$ cat config.mk
export PLATFORM = sky130hd
export DESIGN_NAME = pipe_ctrl
export DESIGN_NICKNAME = d
export VERILOG_FILES = /design/src/rtl/pipe_ctrl_pkg.sv /design/src/rtl/sat_counter.sv /design/src/rtl/pipe_ctrl.sv
export SDC_FILE = /design/constraint.sdc
export NUM_CORES = 1
export LEC_CHECK = 0
export ABC_AREA = 1
export CAP_MARGIN = 10
export CELL_PAD_IN_SITES_DETAIL_PLACEMENT = 1
export CELL_PAD_IN_SITES_GLOBAL_PLACEMENT = 2
export CORE_MARGIN = 8
export CORE_UTILIZATION = 26
export CTS_CLUSTER_DIAMETER = 40
export DETAILED_ROUTE_END_ITERATION = 10
export GPL_TIMING_DRIVEN = 0
export PLACE_DENSITY_LB_ADDON = 0.1
export RECOVER_POWER = 25
export SLEW_MARGIN = 20
export SYNTH_ARGS = -nofsm -noshare
export SYNTH_HDL_FRONTEND = slang
export SYNTH_SLANG_ARGS = --single-unit
$ cat constraint.sdc
create_clock -name clk -period 2.03 [get_ports clk]
set_input_delay 0.406 -clock clk [delete_from_list [all_inputs] [get_ports clk]]
set_output_delay 0.406 -clock clk [all_outputs]
set_load 0.05 [all_outputs]
$ cat src/rtl/pipe_ctrl_pkg.sv
// Shared types and constants for the pipeline control unit.
package pipe_ctrl_pkg;

    typedef enum logic [1:0] {
        StRun,
        StDrain,
        StHalted
    } state_e;

    localparam int unsigned IDX_IFID = 0;
    localparam int unsigned IDX_IDEX = 1;

endpackage

$ cat src/rtl/sat_counter.sv
// Up-counter that sticks at all-ones instead of wrapping.
module sat_counter #(
    parameter int unsigned W = 32
) (
    input  logic         clk_i,
    input  logic         rst_i,
    input  logic         inc_i,
    output logic [W-1:0] cnt_o
);

    logic [W-1:0] cnt_q, cnt_d;

    always_comb begin
        cnt_d = cnt_q;
        if (inc_i && (cnt_q != '1)) begin
            cnt_d = cnt_q + 1'b1;
        end
    end

    always_ff @(posedge clk_i or posedge rst_i) begin
        if (rst_i) begin
            cnt_q <= '0;
        end else begin
            cnt_q <= cnt_d;
        end
    end

    assign cnt_o = cnt_q;

endmodule

$ cat src/rtl/pipe_ctrl.sv
// Pipeline control: PC/stage enables and flushes, halt drain sequence and perf counters.
module pipe_ctrl
    import pipe_ctrl_pkg::*;
#(
    parameter int unsigned STAGES = 5,
    parameter int unsigned RA_W   = 3,
    parameter int unsigned CNT_W  = 32
) (
    input  logic              clk,
    input  logic              reset,
    input  logic              mem_wait,
    input  logic              jump_ex,
    input  logic              halt_id,
    input  logic [RA_W-1:0]   rs1_id,
    input  logic [RA_W-1:0]   rs2_id,
    input  logic              rs1_use_id,
    input  logic              rs2_use_id,
    input  logic [RA_W-1:0]   rd_ex,
    input  logic              ex_is_load,
    output logic              en_pc,
    output logic [STAGES-2:0] en_stage,
    output logic [STAGES-2:0] flush_stage,
    output logic              flushed,
    output logic              is_halt,
    output logic [CNT_W-1:0]  cyc_cnt,
    output logic [CNT_W-1:0]  stall_cnt
);

    localparam int unsigned DW = $clog2(STAGES);

    state_e          state_q, state_d;
    logic [DW-1:0]   drain_q, drain_d;
    logic            is_halt_q;
    logic            load_use;

    // r0 is an ordinary register, so no zero-register exemption here.
    assign load_use = ex_is_load &&
                      ((rs1_use_id && (rs1_id == rd_ex)) || (rs2_use_id && (rs2_id == rd_ex)));

    always_comb begin
        state_d     = state_q;
        drain_d     = drain_q;
        en_pc       = 1'b1;
        en_stage    = '1;
        flush_stage = '0;
        flushed     = 1'b0;

        if (state_q == StHalted) begin
            en_pc    = 1'b0;
            en_stage = '0;
        end else if (mem_wait) begin
            en_pc    = 1'b0;
            en_stage = '0;
        end else if (jump_ex) begin
            // A jump during drain means the HLT was on the wrong path.
            flush_stage[IDX_IFID] = 1'b1;
            flush_stage[IDX_IDEX] = 1'b1;
            flushed               = 1'b1;
            state_d               = StRun;
            drain_d               = '0;
        end else if (state_q == StDrain) begin
            en_pc                 = 1'b0;
            flush_stage[IDX_IFID] = 1'b1;
            if (drain_q <= DW'(1)) begin
                state_d = StHalted;
                drain_d = '0;
            end else begin
                drain_d = drain_q - 1'b1;
            end
        end else if (load_use) begin
            en_pc                 = 1'b0;
            en_stage[IDX_IFID]    = 1'b0;
            flush_stage[IDX_IDEX] = 1'b1;
        end else if (halt_id) begin
            en_pc                 = 1'b0;
            flush_stage[IDX_IFID] = 1'b1;
            state_d               = StDrain;
            drain_d               = DW'(STAGES - 2);
        end
    end

    always_ff @(posedge clk or posedge reset) begin
        if (reset) begin
            state_q   <= StRun;
            drain_q   <= '0;
            is_halt_q <= 1'b0;
        end else begin
            state_q   <= state_d;
            drain_q   <= drain_d;
            is_halt_q <= (state_d == StHalted);
        end
    end

    assign is_halt = is_halt_q;

    sat_counter #(
        .W(CNT_W)
    ) u_cyc_cnt (
        .clk_i(clk),
        .rst_i(reset),
        .inc_i(state_q != StHalted),
        .cnt_o(cyc_cnt)
    );

    sat_counter #(
        .W(CNT_W)
    ) u_stall_cnt (
        .clk_i(clk),
        .rst_i(reset),
        .inc_i(!en_pc && (state_q != StHalted)),
        .cnt_o(stall_cnt)
    );

endmodule

==> flow_metrics.env <==
export IMPL_wl_um=17300
export IMPL_post_dp_hpwl_um=13700
export IMPL_finalCritPeriodShare=0.973
export IMPL_hold_buffers=0
export IMPL_die_w_um=151
export IMPL_grt_max_degree=28
export IMPL_grt_overflow=0
export IMPL_utilization=0.362
export IMPL_nets=817
export IMPL_cp_max_fo=4
export IMPL_max_freq_mhz=506
export IMPL_drcViolationCount=0
export IMPL_slew_violations=0
export IMPL_ys_types=34
export IMPL_core_area_mm2=0.0179
export IMPL_path_class="register to output pin"
export IMPL_crit_chain="clkdlybuf4s50_1"
export IMPL_ir_worst_vdd_uv=378
export IMPL_worst_slew_pin_slew_ns=0.992
export IMPL_arrival_ns=1.57
export IMPL_syn_area_mm2=0.00472
export IMPL_p_leak_nw=3.31
export IMPL_crit_path_end_kind="output pin"
export IMPL_pin_count=92
export IMPL_finalSetupViolCount=0
export IMPL_most_common_layout_cells="248 x nand2_1, 62 x dfrtp_1, 55 x nor2_1"
export IMPL_power_density_mw_per_mm2=802
export IMPL_vias_per_cell=4.58
export IMPL_antenna_cells=0
export IMPL_finalPower_mw=5.19
export IMPL_fin_crit_ns=1.98
export IMPL_drive_above_1_share=0.176
export IMPL_cts_root_buf="clkbuf_16"
export IMPL_clk_latency_ns=0.34
export IMPL_grt_first_pass_wirelength_um=28000
export IMPL_yosysSeqAreaShare=0.371
export IMPL_power_share_combinational=0.339
export IMPL_rows=49
export IMPL_seqPwrFrac=0.336
export IMPL_slew_headroom=0.335
export IMPL_synth_async_reset_ratio=1.00
export IMPL_crit_buf_inv=1
export IMPL_die_h_um=151
export IMPL_hold_violations=0
export IMPL_track_usage=0.158
export IMPL_drt_iter0_drc=146
export IMPL_port_buffers=89
export IMPL_synth_seq_cells=70
export IMPL_slowest_delay_ns=0.82
export IMPL_start_kind="register"
export IMPL_critPathRequiredTime_ns=1.62
export IMPL_whs_ns=0.531
export IMPL_vias=4726
export IMPL_path_clk_slew_ns=0.07
export IMPL_power_internal_mw=3.16
export IMPL_crit_family="buffers and inverters"
export IMPL_die_area_mm2=0.0227
export IMPL_start_util=0.264
export IMPL_grt_pass1_vias=5155
export IMPL_wl_per_cell_um=16.8
export IMPL_cts_tree="yes"
export IMPL_ys_warn_count=0
export IMPL_dp_cells=996
export IMPL_pwr_share_clk=0.325
export IMPL_maxCapViolCount=0
export IMPL_gp_congestion=0.816
export IMPL_fin_cells=1031
export IMPL_htree_levels=3
export IMPL_ant_nets=0
export IMPL_p_switching_mw=2.03
export IMPL_synth_flop_cell="dfrtp_1"
export IMPL_area_growth_pct=37.2
export IMPL_cp_slowest_cell="clkdlybuf4s50_1"
export IMPL_post_synth_cell_area_avg_um2=6.99
export IMPL_status="finished clean"
export IMPL_first_pass_iters=4
export IMPL_clock_path_buffers=2
export IMPL_min_path_type="register to register"
export IMPL_skew_ns=0.0114
export IMPL_synth_cells=675
export IMPL_cts_sinks=70
export IMPL_final_common_cell="nand2_1"
export IMPL_cts_buffers=9
export IMPL_antenna_found_initial=0
export IMPL_synth_edff_count=0
export IMPL_switching_share=0.391
[layer usage]
| metal | global-route usage | vias to the layer above | wire length, um |
|---|---|---|---|
| li1 | - | 2358 | - |
| met4 | 0.0485 | 0 | 269 |
| met2 | 0.252 | 88 | 7850 |
| met1 | 0.210 | 2261 | 8370 |
| met3 | 0.0322 | 19 | 838 |
| met5 | 0 | - | 0 |
[layout make-up]
class	instances	area [um2]
timing repair buffer	111	1000
sequential	70	1760
clock inverter	5	56.3
clock buffer	11	253
inverter	65	248
tap	229	287
buffer	17	138
fill	2207	11400
multi-input combinational	523	2730
[state kept, by name, summed over array words and instances, names as in the netlist]
name               cells
state_q                2
u_stall_cnt.cnt_o     32
u_cyc_cnt.cnt_o       32
is_halt                1
drain_q                3
[worst register-to-register path: cells and delay by family (launching register included)]
kind,cells,cell delay [ns]
adder cells (fa/ha/maj),1,0.18
AND/OR/NAND/NOR,7,0.83
buffers and inverters,3,0.35
flip-flops,1,0.41
[power by group through the flow]
stage	clock, mW	sequential, mW	combinational [mW]
after floorplan	0	2.15	0.704
after detailed placement	0	1.76	1.66
after CTS	1.76	1.74	1.68
after global routing	1.79	1.77	1.91
final	1.69	1.74	1.76
after global placement	0	1.76	1.63
[cells in the mapped netlist, types with 3 or more instances]
library cell,number,share of area
a21oi_1,3,0.0032
buf_2,6,0.0064
buf_4,6,0.0095
buf_6,6,0.014
dfrtp_1,70,0.37
ha_1,3,0.0080
inv_1,61,0.049
inv_2,3,0.0024
nand2_1,257,0.20
nand2_2,7,0.0093
nand3_1,48,0.051
nand3b_1,5,0.0080
nand4_1,6,0.0080
nor2_1,65,0.052
nor2_2,5,0.0066
nor3_1,34,0.036
nor3_2,3,0.0064
o21ai_0,4,0.0042
o21ai_2,8,0.015
xnor2_1,16,0.030
xor2_1,42,0.078
[cells by family (layout without fill, tap and decap cells)]
| kind of cell | count (synthesis) | after routing | synth area share |
|---|---|---|---|
| adder cells (fa/ha/maj) | 3 | 3 | 0.00795 |
| AND/OR/NAND/NOR | 439 | 439 | 0.400 |
| AO/OA/AOI/OAI | 21 | 21 | 0.0302 |
| XOR/XNOR | 58 | 58 | 0.108 |
| buffers and inverters | 83 | 209 | 0.0824 |
| flip-flops | 70 | 70 | 0.371 |
| other | 1 | 2 | 0.000795 |
[stage by stage]
step                      worst slack, ns  area [um2]  setup TNS [ns]
after floorplan                  0.000406        4760               0
after global placement              -1.23        5940          -24.06
after detailed placement            -1.27        5980          -16.31
after CTS                          -0.106        6370           -1.20
after global routing             -0.00707        6480         -0.0272
final                              0.0540        6480               0
[repair_timing]
item	in CTS	in global routing
pin swaps	14	14
buffers inserted	13	7
setup endpoints to repair	118	70
resized for setup	124	47
[final timing paths]
path	cells after the start	slack [ns]	start	endpoint
max in group asynchronous	4	0.47	reset	u_stall_cnt.cnt_o[1]
max	1	0.05	u_cyc_cnt.cnt_o[17]	cyc_cnt[17]
min in group asynchronous	2	0.69	reset	u_cyc_cnt.cnt_o[3]
min reg2reg	2	0.53	drain_q[2]	drain_q[2]
max reg2reg	11	0.15	u_cyc_cnt.cnt_o[0]	u_cyc_cnt.cnt_o[4]
min	2	0.53	drain_q[2]	drain_q[2]
Power figures use the tool's default switching activity.
